===== src/rtl/gf2m_digit_mult.sv =====
// Digit-serial LSB-first interleaved GF(2^M) multiplier, Z = A*B mod f(x),
// with optional squaring; processes D bits of B per clock over ceil(M/D) cycles.
module gf2m_digit_mult #(
    parameter int          M = 163,
    parameter logic [M-1:0] F = M'(163'hC9),
    parameter int          D = 4
) (
    input  logic         clk,
    input  logic         rst,
    input  logic         start,
    input  logic         sqr,
    input  logic [M-1:0] a,
    input  logic [M-1:0] b,
    output logic [M-1:0] z,
    output logic         busy,
    output logic         done
);

    localparam int N  = (M + D - 1) / D;
    localparam int CW = $clog2(N + 1);

    typedef enum logic {
        IDLE,
        RUN
    } state_t;

    state_t          state_q;
    logic [M-1:0]    a_q, b_q, c_q, z_q;
    logic [CW-1:0]   cnt_q;
    logic            busy_q, done_q;
    logic [M-1:0]    a_d, c_d;

    // D unrolled steps: accumulate A_j under bit j of B, then A_{j+1} = A_j*x mod f.
    always_comb begin
        a_d = a_q;
        c_d = c_q;
        for (int unsigned j = 0; j < D; j++) begin
            if (b_q[j]) begin
                c_d = c_d ^ a_d;
            end
            a_d = a_d[M-1] ? ((a_d << 1) ^ F) : (a_d << 1);
        end
    end

    always_ff @(posedge clk or posedge rst) begin
        if (rst) begin
            state_q <= IDLE;
            a_q     <= '0;
            b_q     <= '0;
            c_q     <= '0;
            cnt_q   <= '0;
            z_q     <= '0;
            busy_q  <= 1'b0;
            done_q  <= 1'b0;
        end else begin
            done_q <= 1'b0;
            case (state_q)
                IDLE: begin
                    if (start) begin
                        a_q     <= a;
                        b_q     <= sqr ? a : b;
                        c_q     <= '0;
                        cnt_q   <= '0;
                        busy_q  <= 1'b1;
                        state_q <= RUN;
                    end
                end
                RUN: begin
                    a_q   <= a_d;
                    b_q   <= b_q >> D;
                    c_q   <= c_d;
                    cnt_q <= cnt_q + CW'(1);
                    if (cnt_q == CW'(N - 1)) begin
                        z_q     <= c_d;
                        done_q  <= 1'b1;
                        busy_q  <= 1'b0;
                        state_q <= IDLE;
                    end
                end
            endcase
        end
    end

    assign z    = z_q;
    assign busy = busy_q;
    assign done = done_q;

endmodule

===== config.mk =====
export PLATFORM = sky130hd
export DESIGN_NAME = gf2m_digit_mult
export DESIGN_NICKNAME = d
export VERILOG_FILES = /design/src/rtl/gf2m_digit_mult.sv
export SDC_FILE = /design/constraint.sdc
export NUM_CORES = 2
export LEC_CHECK = 0
export CORE_MARGIN = 5
export CORE_UTILIZATION = 25
export CTS_CLUSTER_SIZE = 24
export DETAILED_ROUTE_END_ITERATION = 12
export GPL_TIMING_DRIVEN = 0
export PLACE_DENSITY = 0.54
export SYNTH_ARGS = -nofsm -noshare
export SYNTH_HDL_FRONTEND = slang
export SYNTH_SLANG_ARGS = --single-unit

===== constraint.sdc =====
create_clock -name clk -period 22.9 [get_ports clk]
set_clock_uncertainty 0.15 [all_clocks]
set_input_delay 4.58 -clock clk [delete_from_list [all_inputs] [get_ports clk]]
set_output_delay 4.58 -clock clk [all_outputs]
set_load 0.1 [all_outputs]

==> results by group <==
Run status
  • Status: finished, final reports clean

Global routing
  • Vias in the first global route: between 30000 and 40000
  • Initial antenna violation count: 18
  • Maximum number of pins on one net before global-route repair: 42
  • First-pass GRT wire length: just over 200000 um
  • Tot GR Track Use: 0.170
  • Total gr overflow: 0

Placement
  • Post-DP HPWL: around 110000 um
  • Port Buffers: slightly below 500
  • Placed Cells: 6623
  • Routability cong.: 0.879

Logic synthesis
  • Ranking of synthesized cells by area: dfrtp_1 44%, nand2_1 12%, mux2i_1 10%
  • Post-Syn Nets: between 4000 and 5000
  • Post-synth EDFFs: 0
  • Async SR Flop Fraction: 1.00
  • YS warnings: 0
  • Syn_area_per_cell: 9.25 sq um
  • Top FF cell, synth: dfrtp_1
  • Synth Instances: ~4000
  • Sequential area share after synthesis: 0.436
  • Cell Area, Synth: 37900 sq um
  • Synthesized flop and latch total: ~660
  • Most frequent cell after synthesis: nand2_1
  • Synth area leader: dfrtp_1
  • Post-synth top cells: 1254 x nand2_1, 661 x dfrtp_1, 541 x o21ai_0
  • Synth unique cells: 32
  • Area fraction of the dominant cell type after synthesis: 0.436

Power and ir drop
  • Leak: between 20 and 25 nW
  • Peak VDD IR: roughly 0.13 mV
  • Clock network fraction of design power: 0.174
  • Pint: between 4 and 5 mW
  • Switching share of power: 0.470
  • Comb power frac: 0.540
  • Pwr Density: about 160 nW/um^2
  • Switching power: about 3.7 mW
  • Sequential Power Share: 0.286

Clock tree
  • Max H-tree Level: 3
  • Clock buffer depth: 3
  • Post-CTS sizing: 0
  • # hold bufs at CTS: 0
  • TritonCTS Buffers: 83
  • Post-CTS Setup Inserts: 0
  • Clk_lat worst skew: about 0.68 ns
  • Clk sinks: 661
  • CTS tree: built
  • Clock root cell: clkbuf_16
  • CTS clk-pin slew, worst paths: 0.06 ns

Layout
  • Nets: ~5000
  • Share of layout cells above drive strength 1: 0.0853
  • Post-route insts no fill: ~6800
  • Synth-to-layout area growth: 28.4%

Worst setup path
  • End of the worst register-to-register path: c_q[111]
  • Critical Path, Cell by Cell: clkdlybuf4s50_1
  • Critical Path Max Stage Delay: about 1.3 ns
  • Crit-path leading delay family: buffers and inverters
  • Type of element launching the critical path: flip-flop
  • Worst path required time: 18.17 ns
  • CP Depth: 1
  • Sum of buffers and inverters on the critical path: 1
  • WS Path Type: reg -> out
  • CP arrival: 2.34 ns
  • Critical Path Sink Type: primary output
  • Slowest cell on crit path: clkdlybuf4s50_1
  • RR Startpoint: state_q
  • Worst reg2reg setup slack: 19.40 ns
  • R2R depth: 7
  • Worst Path Max Fanout: 2

Min path
  • Hold Path Class: reg -> reg
  • Hold path endpoint: b_q[7]
  • WHS Path Cells: 2
  • Hold Startpoint: b_q[11]

Route
  • DR pass1 iterations: 5
  • Final wirelength: 140000 um
  • WL/cell: between 20 and 25 um
  • # DRC: 0
  • Drt initial violations: 2256
  • Antenna viol nets, final: 0
  • Vias per cell: about 4.6
  • Vias: ~31000

Die
  • Die area: 159000 sq um
  • DIE WIDTH: about 400 um
  • Initial Util: 0.252
  • Core ar.: about 150000 sq um
  • Site Rows: approximately 140
  • Ports: just under 500
  • Chip Height: 399 um

STA
  • Final setup fails: 0
  • RSZ-0062 raised after global routing: no
  • Setup TNS: 0 ns
  • Worst-margin pin slew: 1.36 ns
  • FMAX: ~140 MHz
  • Final Hold Vio Count: 0
  • Worst slew margin: 0.0911
  • Max-slew violations: 0
  • Fin crit period: 7.07 ns
  • Tcrit/Tclk final: 0.309

Flow run
  • Maxcap violations: 0
layer usage:
| metal | GRT usage | vias to the layer above | wire, um |
|---|---|---|---|
| li1 | - | 14746 | - |
| met2 | 0.276 | 820 | 65900 |
| met1 | 0.231 | 15532 | 62300 |
| met3 | 0.0243 | 174 | 7090 |
| met4 | 0.0620 | 4 | 4800 |
| met5 | 0 | - | 27 |
cells by family after synthesis:
family / after synthesis / share of synthesized area
compound gates: 656 / 0.0974
xor+xnor: 663 / 0.155
fa+ha+maj: 2 / 0.000660
buf+inv: 293 / 0.0344
flops: 661 / 0.436
mux: 542 / 0.148
simple gates: 1279 / 0.128
sequential cells by signal (all words and copies together) (netlist names):
signal / count
b_q: 163
a_q: 163
c_q: 163
state_q: 1
busy: 1
z: 163
done: 1
cnt_q: 6
worst max-delay path by stage:
stage / start / endpoint / slack [ns]
after floorplan: rst / a_q[0] / 9.13
after global placement: rst / z[75] / 4.12
after detailed placement: start / b_q[111] / 15.04
after CTS: z[112] / z[112] / 15.76
after global routing: z[112] / z[112] / 15.75
final: z[112] / z[112] / 15.83
area by class of cell:
cell class                      count  area (sq um)
Clock buffer                      117          2470
Tap cell                         2016          2520
Antenna cell                       15          37.5
Fill cell                       15594        102000
Clock inverter                     32           405
Timing Repair Buffer              512          5330
Sequential cell                   661         16500
Multi-Input combinational cell   3142         20100
Inverter                            4          23.8
Buffer                            289          1290
cell usage in the layout, fill, tap and decap left out, types with 9 or more instances in the layout:
cell type / Yosys / layout
clkinv_2: 0 / 13
xnor2_1: 394 / 394
buf_12: 0 / 18
nand2_1: 1254 / 1254
xor2_1: 265 / 265
clkbuf_16: 0 / 87
clkbuf_8: 0 / 18
diode_2: 0 / 15
a22o_1: 100 / 100
mux2_2: 130 / 130
dfrtp_1: 661 / 661
buf_1: 21 / 21
buf_2: 94 / 94
clkbuf_1: 160 / 165
mux2i_1: 382 / 382
clkdlybuf4s50_1: 0 / 492
o21ai_0: 541 / 541
buf_4: 9 / 9
mux2_1: 30 / 30
power by group through the flow:
stage	registers [mW]	clock network [mW]	logic (mW)
final	2.27	1.39	4.30
after global routing	2.35	1.47	4.64
after CTS	2.27	1.42	4.33
after detailed placement	2.28	0	4.31
after global placement	2.28	0	4.25
after floorplan	3.05	0	2.35
metrics by stage:
step	util	setup slack, ns	hold WS [ns]	area [sq um]	power (mW)
2_1_floorplan	-	9.13	0.295	37900	5.41
3_3_place_gp	0.302	4.12	0.307	45300	6.53
3_5_place_dp	0.304	15.04	0.309	45700	6.60
4_1_cts	0.323	15.76	0.315	48600	8.02
5_1_grt	0.324	15.75	0.346	48700	8.46
6_report	0.324	15.83	0.311	48700	7.96
No activity file was read; power rests on OpenSTA's default activity.
